File: src/rtl/udp_header_builder.sv
// udp_header_builder
// Transmit-side UDP header builder. Accepts a per-packet command (ports,
// payload length, checksum), emits the 8-byte big-endian UDP header and then
// passes the payload stream straight through with no added latency. The
// length field is payload_len + 8. Frames whose pl_last disagrees with the
// commanded length are cut or drained, with a frame_err pulse.
//
// Optional build macro: UDP_TX_COUNT_EN adds the tx_pkt_count output, a
// 16-bit wrapping count of completed datagrams (handshakes carrying tx_last).
module udp_header_builder #(
    parameter logic [15:0] MAX_PAYLOAD = 16'd1472
) (
    input  logic        clk,
    input  logic        rst_n,
    input  logic        cmd_valid,
    output logic        cmd_ready,
    input  logic [15:0] src_port,
    input  logic [15:0] dst_port,
    input  logic [15:0] payload_len,
    input  logic [15:0] checksum_in,
    input  logic [7:0]  pl_data,
    input  logic        pl_valid,
    input  logic        pl_last,
    output logic        pl_ready,
    output logic [7:0]  tx_data,
    output logic        tx_valid,
    output logic        tx_last,
    input  logic        tx_ready,
    output logic        busy,
    output logic        len_err,
    output logic        frame_err
`ifdef UDP_TX_COUNT_EN
    ,
    output logic [15:0] tx_pkt_count
`endif
);

    typedef enum logic [1:0] {
        IDLE,
        HEADER,
        PAYLOAD,
        DRAIN
    } state_t;

    state_t      state;
    logic [15:0] src_reg;
    logic [15:0] dst_reg;
    logic [15:0] len_reg;
    logic [15:0] csum_reg;
    logic [15:0] rem;
    logic [2:0]  hdr_idx;
    logic [7:0]  hdr_byte;
    logic        tx_hs;
    logic        pl_hs;

    assign tx_hs = tx_valid & tx_ready;
    assign pl_hs = pl_valid & pl_ready;

    // Select the current header byte, big-endian field order.
    always_comb begin
        hdr_byte = '0;
        case (hdr_idx)
            3'd0: hdr_byte = src_reg[15:8];
            3'd1: hdr_byte = src_reg[7:0];
            3'd2: hdr_byte = dst_reg[15:8];
            3'd3: hdr_byte = dst_reg[7:0];
            3'd4: hdr_byte = len_reg[15:8];
            3'd5: hdr_byte = len_reg[7:0];
            3'd6: hdr_byte = csum_reg[15:8];
            3'd7: hdr_byte = csum_reg[7:0];
            default: hdr_byte = '0;
        endcase
    end

    // Stream outputs decoded from state; payload is a combinational pass-through.
    always_comb begin
        cmd_ready = 1'b0;
        busy      = 1'b1;
        tx_data   = '0;
        tx_valid  = 1'b0;
        tx_last   = 1'b0;
        pl_ready  = 1'b0;
        case (state)
            IDLE: begin
                cmd_ready = 1'b1;
                busy      = 1'b0;
            end
            HEADER: begin
                tx_data  = hdr_byte;
                tx_valid = 1'b1;
                tx_last  = (hdr_idx == 3'd7) && (rem == 16'd0);
            end
            PAYLOAD: begin
                tx_data  = pl_data;
                tx_valid = pl_valid;
                pl_ready = tx_ready;
                tx_last  = pl_valid & ((rem == 16'd1) | pl_last);
            end
            DRAIN: begin
                pl_ready = 1'b1;
            end
            default: begin
                busy = 1'b1;
            end
        endcase
    end

    // Frame sequencing, command capture and error pulses.
    always_ff @(posedge clk or negedge rst_n) begin
        if (!rst_n) begin
            state     <= IDLE;
            src_reg   <= '0;
            dst_reg   <= '0;
            len_reg   <= '0;
            csum_reg  <= '0;
            rem       <= '0;
            hdr_idx   <= '0;
            len_err   <= 1'b0;
            frame_err <= 1'b0;
        end else begin
            len_err   <= 1'b0;
            frame_err <= 1'b0;
            case (state)
                IDLE: begin
                    if (cmd_valid) begin
                        if (payload_len > MAX_PAYLOAD) begin
                            len_err <= 1'b1;
                        end else begin
                            src_reg  <= src_port;
                            dst_reg  <= dst_port;
                            len_reg  <= payload_len + 16'd8;
                            csum_reg <= checksum_in;
                            rem      <= payload_len;
                            hdr_idx  <= '0;
                            state    <= HEADER;
                        end
                    end
                end
                HEADER: begin
                    if (tx_hs) begin
                        if (hdr_idx == 3'd7) begin
                            state <= (rem == 16'd0) ? IDLE : PAYLOAD;
                        end else begin
                            hdr_idx <= hdr_idx + 3'd1;
                        end
                    end
                end
                PAYLOAD: begin
                    // tx and pl handshakes coincide here since pl_ready mirrors tx_ready.
                    if (tx_hs) begin
                        rem <= rem - 16'd1;
                        if (pl_last) begin
                            state <= IDLE;
                            if (rem != 16'd1) begin
                                frame_err <= 1'b1;
                            end
                        end else if (rem == 16'd1) begin
                            state     <= DRAIN;
                            frame_err <= 1'b1;
                        end
                    end
                end
                DRAIN: begin
                    if (pl_hs && pl_last) begin
                        state <= IDLE;
                    end
                end
                default: state <= IDLE;
            endcase
        end
    end

`ifdef UDP_TX_COUNT_EN
    // Count datagrams that completed with a tx_last handshake.
    always_ff @(posedge clk or negedge rst_n) begin
        if (!rst_n) begin
            tx_pkt_count <= '0;
        end else if (tx_hs && tx_last) begin
            tx_pkt_count <= tx_pkt_count + 16'd1;
        end
    end
`endif

endmodule

File: config.mk
export PLATFORM = sky130hd
export DESIGN_NAME = udp_header_builder
export DESIGN_NICKNAME = d
export VERILOG_FILES = /design/src/rtl/udp_header_builder.sv
export SDC_FILE = /design/constraint.sdc
export NUM_CORES = 1
export LEC_CHECK = 0
export ABC_CLOCK_PERIOD_IN_PS = 6100
export BUFFER_PORTS_ARGS = -buffer_cell sky130_fd_sc_hd__clkbuf_2
export CELL_PAD_IN_SITES_DETAIL_PLACEMENT = 0
export CELL_PAD_IN_SITES_GLOBAL_PLACEMENT = 1
export CORE_MARGIN = 1
export CORE_UTILIZATION = 41
export DETAILED_ROUTE_END_ITERATION = 10
export PLACE_DENSITY = 0.81
export SKIP_CTS_REPAIR_TIMING = 1
export SLEW_MARGIN = 25
export SYNTH_ARGS = -nofsm -noshare
export SYNTH_HDL_FRONTEND = slang
export SYNTH_SLANG_ARGS = --single-unit
File: constraint.sdc
create_clock -name clk -period 6.1 [get_ports clk]
set_clock_uncertainty 0.2 [all_clocks]
set_input_delay 0.61 -clock clk [delete_from_list [all_inputs] [get_ports clk]]
set_output_delay 0.61 -clock clk [all_outputs]
set_load 0.01 [all_outputs]
==> metrics.yaml, run 1 <==
hp-class: "input port to async pin"
slew_viol_final: 0
p_int_mw: 1.407
viasPerCell: 5.733
synthArstFlopShare_pct: 100.0
use_met3_pct: 5.868
antenna_found_initial: 0
worst_path_max_delay_cell: "dfrtp_1"
die_w_um: 109.9
synth_top_area_cell: "dfrtp_1"
gr-usage-met2_pct: 33.53
worstPathCellList: "inv_1, ha_1, or4_1, a21oi_1, and2_1, o21ai_0, a21boi_0, clkbuf_2"
dieArea_sq_mm: 0.01208
finalHoldViolCount: 0
synthTopCellsByArea: "dfrtp_1 (46%), mux2_2 (13%), ha_1 (3.9%), nand2_1 (2.8%), a21oi_1 (1.9%)"
cts_root_buffer: "clkbuf_16"
ff2ff_setup_slack_ns: 2.87
clockPowerShare_pct: 24.9
start_util_pct: 41.98
synth_most_common_cell: "dfrtp_1"
netlist_area_sq_mm: 0.004773
cap_violations: 0
drt-wirelength-per-cell_um: 17.48
avgSynthCellArea_sq_um: 10.82
grt-ovfl-total: 0
htreeDepth: 3
synth_edf_count: 0
wl_um: 11650
timing.rr.end: "rem[7]"
outcome: "completed"
setup.worst_path.start_class: "register"
regToRegStartpoint: "state[1]"
antenna_left: 0
finalSetupViolCount: 0
row_count: 39
syn_inst: 441
pwr_density_cell_mw_per_mm2: 400.8
place_inst: 650
setup_tns_ns: 0
yosysTopAreaCellShare_pct: 45.61
via_count: 3818
ios: 93
grt_start_max_net_pins: 88
ys_types: 59
gr-usage-met1_pct: 27.39
switching_power_uw: 845.9
insertedDiodeCount: 0
cts_buffer_depth: 2
clkSinkCount: 87
port_buffers: 92
path_clk_slew_ns: 0.06
grt_use_total_pct: 20.82
drtPass1Iterations: 8
max_stage_delay_ns: 0.71
crit_type: "register to output pin"
seq_power_share_pct: 38.9
period_needed_ns: 4.159
core_area_sq_mm: 0.01137
drc: 0
cp-end-kind: "output pin"
ys_seq_elements: 87
power_leakage_nw: 2.641
worst_pin_slew_ns: 0.9286
drive_above_1_share_pct: 34.42
comb_power_share_pct: 36.2
areaGrowthSynthToFinish_pct: 17.75
syn_nets: 534
irDropWorstVdd_mv: 0.2728
fmax_mhz: 240.4
final_net_count: 611
fin_cells: 666
cts_tree: "built"
required_ns: 5.29
ys.flop_type: "dfrtp_1"
grt_pass1_vias: 3664
grt_pass1_wl_um: 18670
insertion_delay_ns: 0.35
hpwlAfterDp_um: 8409
crit_fanout: 18
reg2regPathDepth: 7
fin_crit_sh_pct: 68.19
rsz0062_at_grt: "no"
yosysWarnings: 0
yosys-top-cells-count: "dfrtp_1 (87), mux2_2 (57), nand2_1 (36), a21oi_1 (18)"
gp_congestion: 0.8784
cts_buffers: 9
grt_busiest_layer: "met2"
critical_path_arrival_ns: 3.35
max_slew_margin_pct: 37.82
die-height_um: 109.9
first_iter_violations: 212
switching_share_pct: 37.55
synth_sequential_area_ratio_pct: 45.61
==> stage by stage <==
| step | hold slack [ns] | utilization (%) | cell area (sq um) | total power, mW | setup slack, ns |
|---|---|---|---|---|---|
| 2_1_floorplan | 0.1144 | - | 4773 | 1.452 | 2.584 |
| 3_3_place_gp | 0.2824 | 46.78 | 5319 | 1.673 | 2.402 |
| 3_5_place_dp | 0.2856 | 46.81 | 5323 | 1.702 | 2.299 |
| 4_1_cts | 0.1593 | 49.43 | 5620 | 2.270 | 1.899 |
| 5_1_grt | 0.1795 | 49.43 | 5620 | 2.400 | 1.646 |
| 6_report | 0.1053 | 49.43 | 5620 | 2.253 | 1.941 |
==> cell families (layout without fill, tap and decap cells) <==
| family | count (synthesis) | count (layout) | share of synthesized area, % |
|---|---|---|---|
| xor gates and xnor gates | 6 | 6 | 1.101 |
| adders and majority gates | 15 | 15 | 3.932 |
| AOI/OAI and AO/OA | 92 | 92 | 14.44 |
| and+or+nand+nor | 134 | 134 | 16.28 |
| buffers and inverters | 44 | 126 | 3.932 |
| DFF | 87 | 87 | 45.61 |
| muxes | 63 | 63 | 14.71 |
==> layer usage <==
metal,wire length (um),part of all wire (%)
met1,5026,43
met2,5764,49
met3,678,5.8
met4,176,1.5
met5,0,0
==> worst max-delay path, delay by kind of cell (launching register included) <==
| kind | cells | cell delay [ns] |
|---|---|---|
| adder cells (fa/ha/maj) | 1 | 0.37 |
| AND/OR/NAND/NOR | 2 | 0.76 |
| buffers and inverters | 2 | 0.36 |
| AO/OA/AOI/OAI | 3 | 0.79 |
| flip-flops | 1 | 0.71 |
==> cells in the final DEF (no fill, tap or decap), types with 3 or more instances in the layout <==
cell	instances
nand3b_1	3
nor2b_1	12
a21oi_1	17
xnor2_1	5
ha_1	15
and3_1	3
nor3_1	6
a22oi_1	8
o21ai_0	8
inv_1	16
clkbuf_16	9
clkbuf_2	91
nor3b_1	4
nand2_1	36
mux2_2	57
a22o_1	4
nand2b_1	5
a211o_1	7
dfrtp_1	87
o211ai_1	10
a21boi_0	4
nand3_1	13
o22ai_1	5
a222oi_1	9
a221oi_1	8
and2_1	6
nand4_1	4
nor4_1	5
nor2_1	16
mux2i_1	6
==> worst max-delay path by stage <==
stage,start,to,depth (start not counted)
floorplan,hdr_idx[2],tx_data[1],10
global placement,hdr_idx[2],tx_data[5],8
detailed placement,hdr_idx[2],tx_data[7],8
CTS,hdr_idx[2],tx_data[7],8
global route,hdr_idx[2],tx_data[2],8
finish,hdr_idx[2],tx_data[7],8
==> layout make-up <==
class,count,area (sq um)
multi-input combinational,310,2425
inverter,16,60.06
clock inverter,6,68.82
sequential,87,2177
timing repair buffer,94,481.7
clock buffer,10,229.0
tap,143,178.9
fill,1055,5749
==> power groups by stage <==
stage	registers (mW)	clock network (mW)	logic (mW)
after floorplan	0.830	0	0.622
after global placement	0.877	0	0.797
after detailed placement	0.883	0	0.819
after CTS	0.874	0.575	0.821
after global routing	0.900	0.597	0.903
final	0.876	0.562	0.815
No activity file was read; power rests on OpenSTA's default activity.
==> run 2, diff against run 1 <==
ABC_CLOCK_PERIOD_IN_PS = 4200   (was 6100)
clock period = 4.2 ns   (was 6.1 ns; I/O delays follow)
==> run 2 against run 1 <==
Sequential cell count is the same. Power increased by 41%. Hold slack lost 0.0028 ns. Via count is 1.2% lower. Critical path type unchanged.
==> metrics.yaml, run 2 (synthesis gave the netlist of run 1 again) <==
outcome: "completed"  # unchanged
use_met3_pct: 3.142  # was 5.868%
htreeDepth: 3  # unchanged
cts_buffer_depth: 2  # unchanged
dieArea_sq_mm: 0.01208  # unchanged
pwr_density_cell_mw_per_mm2: 568.9  # was 400.8 mW/mm^2
die-height_um: 109.9  # unchanged
n_fill_cell: 1068  # was 1,055
areaGrowthSynthToFinish_pct: 17.38  # was 17.75%
drc: 0  # unchanged
pre_cts_slack_ns: 0.5821  # was 2.299 ns
final_net_count: 614  # was 611
worst_pin_slew_ns: 0.8323  # was 0.9286 ns
grt_pass1_vias: 3711  # was 3,664
clkSinkCount: 87  # unchanged
irDropWorstVdd_mv: 0.2845  # was 0.2728 mV
start_util_pct: 41.98  # unchanged
hpwlAfterDp_um: 8339  # was 8409 um
cp-end-kind: "output pin"  # unchanged
layout_common_cells: "clkbuf_2 (91), dfrtp_1 (87), mux2_2 (57)"  # unchanged
p_int_mw: 1.980  # was 1.407 mW
crit_fanout: 18  # unchanged
port_buffers: 92  # unchanged
drt-wirelength-per-cell_um: 17.46  # was 17.48 um
worstPathCellList: "inv_1, ha_1, or4_1, a21oi_2, and2_1, o21ai_0, a21boi_0, clkbuf_2"  # was inv_1, ha_1, or4_1, a21oi_1, and2_1, o21ai_0, a21boi_0, clkbuf_2
drtPass1Iterations: 5  # was 8
worst_path_max_delay_cell: "dfrtp_1"  # unchanged
setup_slack_ns: 0.3794  # was 1.941 ns
gr-usage-met1_pct: 28.58  # was 27.39%
grt-ovfl-total: 0  # unchanged
ios: 93  # unchanged
switching_power_mw: 1.207  # was 845.9 uW
finalHoldViolCount: 0  # unchanged
slew_viol_final: 0  # unchanged
cap_violations: 0  # unchanged
fin_crit_sh_pct: 90.97
grt_pass1_wl_um: 18970  # was 18,670 um
hold_ws_ns: 0.1026  # was 0.1053 ns
cts_buffers: 9  # unchanged
comb_power_share_pct: 37.2  # was 36.2%
cp_top_family: "simple AND/OR/NAND/NOR gates"  # was compound AO/OA/AOI/OAI gates
first_iter_violations: 251  # was 212
antenna_found_initial: 0  # unchanged
reg2regPathDepth: 8  # was 7
setup_tns_ns: 0  # unchanged
insertedDiodeCount: 0  # unchanged
grt_use_total_pct: 21.09  # was 20.82%
hp-class: "input port to register"  # was input port to async pin
path_clk_slew_ns: 0.06  # about the same
clockPowerShare_pct: 22.9  # was 24.9%
switching_share_pct: 37.88  # was 37.55%
gr-usage-met2_pct: 34.11  # was 33.53%
viasPerCell: 5.655  # was 5.733
wl_um: 11640  # was 11,650 um
period_needed_ns: 3.821
seq_power_share_pct: 39.9  # was 38.9%
cp_num_buf_inv: 2  # unchanged
critical_path_arrival_ns: 3.20  # was 3.35 ns
row_count: 39  # unchanged
rsz0062_at_grt: "no"  # unchanged
whs_path_depth: 2
antenna_left: 0  # unchanged
via_count: 3772  # was 3,818
cts_tree: "built"  # unchanged
max_stage_delay_ns: 0.71  # about the same
cts_root_buffer: "clkbuf_16"  # unchanged
layout_commonest_cell: "clkbuf_2"  # unchanged
power_leakage_nw: 2.636  # was 2.641 nW
max_slew_margin_pct: 44.51  # was 37.82%
grt_start_max_net_pins: 72  # was 88
crit_type: "register to output pin"  # unchanged
fmax_mhz: 261.7
core_area_sq_mm: 0.01137  # unchanged
die_w_um: 109.9  # unchanged
drive_above_1_share_pct: 34.54  # was 34.42%
required_ns: 3.58  # was 5.29 ns
gp_congestion: 0.8194  # was 0.8784
cp.depth: 8  # unchanged
grt_busiest_layer: "met2"  # unchanged
setup.worst_path.start_class: "register"  # unchanged
insertion_delay_ns: 0.34  # was 0.35 ns
finalSetupViolCount: 0  # unchanged
run 2: final timing paths:
| kind | from | end | slack (ns) |
|---|---|---|---|
| setup / recovery | hdr_idx[2] | tx_data[1] | 0.38 |
| hold / removal | checksum_in[10] | csum_reg[10] | 0.10 |
| setup reg to reg | state[1] | rem[4] | 0.92 |
| hold reg to reg | len_reg[14] | len_reg[14] | 0.30 |
| max in group asynchronous | rst_n | len_reg[3] | 2.41 |
| min in group asynchronous | rst_n | rem[9] | 0.46 |
run 2: power groups by stage:
| stage | Clock, mW | Combinational [mW] | Sequential, mW |
|---|---|---|---|
| after floorplan | 0 | 0.904 | 1.21 |
| after global placement | 0 | 1.15 | 1.27 |
| after detailed placement | 0 | 1.18 | 1.28 |
| after CTS | 0.744 | 1.19 | 1.27 |
| after global routing | 0.773 | 1.33 | 1.31 |
| final | 0.729 | 1.19 | 1.27 |
run 2: area by class of cell:
type,count,area [sq um],share of cell area [%]
repair buffers,97,503.0,8.977
clock inverters,5,35.03,0.6253
well taps,143,178.9,3.193
multi-input cells,310,2424,43.26
clock buffers,9,225.2,4.020
inverters,16,60.06,1.072
flip-flops and latches,87,2177,38.86
run 2: layer usage:
layer,up-vias,wire length [um]
met1,1864,5292
met2,103,5692
met4,0,173
met5,-,0
met3,14,485
li1,1791,-
run 2: stage by stage:
stage | cell area, sq um | utilization [%] | cells | total power, mW
2_1_floorplan | 4773 | - | 441 | 2.109
3_3_place_gp | 5329 | 46.87 | 652 | 2.422
3_5_place_dp | 5329 | 46.87 | 652 | 2.464
4_1_cts | 5589 | 49.16 | 666 | 3.202
5_1_grt | 5603 | 49.28 | 667 | 3.408
6_report | 5603 | 49.28 | 667 | 3.187
==> run 3, diff against run 2 <==
CTS_CLUSTER_SIZE = 24   (was not set)
RECOVER_POWER = 25   (was not set)
==> run 3 against run 2 <==
The run now ends with capacitance limit, slew limit left. Fmax up 0.22%. Clock power about the same. Sequential share of layout area barely moved. Sequential power about the same. Final area is essentially flat. Register-to-register slack is essentially flat. First-iteration DRC count stayed put. Critical path depth unchanged. Global-route usage unchanged. Clock-buffer cell count is the same. Non-clock buffer count unchanged. Critical endpoint unchanged.
==> metrics.yaml, run 3 (synthesis gave the netlist of run 1 again) <==
port_buffers: 92  # unchanged
cap_violations: 1  # was 0
critical_path_arrival_ns: 3.19  # was 3.20 ns
fin_cells: 667  # unchanged
fmax_mhz: 262.3  # was 261.7 MHz
grt_use_total_pct: 21.09  # unchanged
p_total_mw: 3.189  # was 3.187 mW
grt_pass1_wl_um: 18970  # unchanged
slew_viol_final: 52  # was 0
via_count: 3780  # was 3,772
fin_area_sq_mm: 0.005598  # was 0.005603 sq mm
finalSetupViolCount: 0  # unchanged
worst_pin_slew_ns: 2.894  # was 0.8323 ns
hpwlAfterDp_um: 8339  # unchanged
htreeDepth: 3  # unchanged
irDropWorstVdd_mv: 0.2844  # was 0.2845 mV
start_util_pct: 41.98  # unchanged
drtPass1Iterations: 5  # unchanged
whs_path_depth: 2  # unchanged
final_util_pct: 49.24  # was 49.28%
ios: 93  # unchanged
insertedDiodeCount: 0  # unchanged
n_fill_cell: 1070  # was 1,068
drive_above_1_share_pct: 34.16  # was 34.54%
reg2regPathDepth: 8  # unchanged
max_slew_margin_pct: -92.93  # was 44.51%
row_count: 39  # unchanged
place_inst: 652  # unchanged
gp_congestion: 0.8194  # unchanged
setup_tns_ns: 0  # unchanged
grt-ovfl-total: 0  # unchanged
ff2ff_setup_slack_ns: 0.91  # was 0.92 ns
hold_path.startpoint: "checksum_in[10]"  # unchanged
rsz0062_at_grt: "no"  # unchanged
dieArea_sq_mm: 0.01208  # unchanged
required_ns: 3.58  # about the same
grt_start_max_net_pins: 72  # unchanged
multi_input_area_sq_mm: 0.002424  # unchanged
drt-wirelength-per-cell_um: 17.46  # about the same
ff_latch_area_sq_mm: 0.002177  # unchanged
cts_buffers: 9  # unchanged
crit_type: "register to output pin"  # unchanged
first_iter_violations: 251  # unchanged
insertion_delay_ns: 0.34  # about the same
violations: "capacitance limit, slew limit"
pre_cts_slack_ns: 0.5821  # unchanged
areaGrowthSynthToFinish_pct: 17.27  # was 17.38%
setup_slack_ns: 0.3877  # was 0.3794 ns
outcome: "complete, but fails checks"  # was completed
path_clk_slew_ns: 0.06  # about the same
antenna_found_initial: 0  # unchanged
timing.rr.end: "rem[4]"  # unchanged
hp-class: "input port to register"  # unchanged
period_needed_ns: 3.812  # was 3.821 ns
setup.worst_path.start_class: "register"  # unchanged
pwr_density_cell_mw_per_mm2: 569.7  # was 568.9 mW/mm^2
layout_commonest_cell: "clkbuf_2"  # unchanged
drc: 0  # unchanged
regToRegStartpoint: "state[1]"  # unchanged
layout_common_cells: "clkbuf_2 (90), dfrtp_1 (87), mux2_2 (57)"  # was clkbuf_2 (91), dfrtp_1 (87), mux2_2 (57)
hold_ws_ns: 0.1023  # was 0.1026 ns
wl_um: 11650  # was 11,640 um
viasPerCell: 5.667  # was 5.655
power_leakage_nw: 2.629  # was 2.636 nW
min_to: "csum_reg[10]"  # unchanged
core_area_sq_mm: 0.01137  # unchanged
die_w_um: 109.9  # unchanged
cp-end-kind: "output pin"  # unchanged
cts_root_buffer: "clkbuf_16"  # unchanged
die-height_um: 109.9  # unchanged
cts_tree: "built"  # unchanged
finalHoldViolCount: 0  # unchanged
crit_fanout: 18  # unchanged
placement.cell_area_sq_mm: 0.005329  # unchanged
antenna_left: 0  # unchanged
grt_pass1_vias: 3711  # unchanged
fin_crit_sh_pct: 90.77  # was 90.97%
final_net_count: 614  # unchanged
clkSinkCount: 87  # unchanged
cts_buffer_depth: 2  # unchanged
run 3: cell types whose count changed in the layout (fill, tap and decap cells not counted):
cell | previous run | this run
buf_4 | 5 | 4
clkbuf_1 | 0 | 2
clkbuf_2 | 91 | 90
run 3: area by class of cell:
cell class | count | area share, %
Clock inverter | 5 | 0.6258
Sequential cell | 87 | 38.89
Inverter | 16 | 1.073
Clock buffer | 9 | 4.023
Multi-Input combinational cell | 310 | 43.29
Timing Repair Buffer | 97 | 8.896
Tap cell | 143 | 3.196
run 3: where the power goes:
group,leakage [nW],internal [mW],switching [mW]
Clock,0.128,0.396,0.333
Combinational,1.34,0.523,0.664
Sequential,1.16,1.06,0.212
Total,2.63,1.98,1.21
run 3: worst max-delay path by stage:
stage                       to  cells past startpoint       start  slack [ns]
global route        tx_data[1]                      8  hdr_idx[2]        0.11
floorplan           tx_data[1]                     10  hdr_idx[2]        0.87
global placement    tx_data[5]                      8  hdr_idx[2]        0.70
CTS                 tx_data[1]                      8  hdr_idx[2]        0.22
detailed placement  tx_data[1]                      8  hdr_idx[2]        0.58
finish              tx_data[1]                      8  hdr_idx[2]        0.39
run 3: critical path, stage by stage (launching register included):
cell and delay, ns:
dfrtp_1 0.71, inv_1 0.22, ha_1 0.37, or4_1 0.57, a21oi_2 0.33, and2_1 0.17
o21ai_0 0.07, a21boi_0 0.23, clkbuf_2 0.17
run 3: metal layers:
metal  track usage, %  wire length [um]  vias to the layer above  part of all wire (%)
met1            28.58              5308                     1871                    46
met2            34.11              5677                      105                    49
met4            7.810               172                        0                   1.5
met3            3.142               488                       13                   4.2
li1                 -                 -                     1791                     -
met5                0                 0                        -                     0
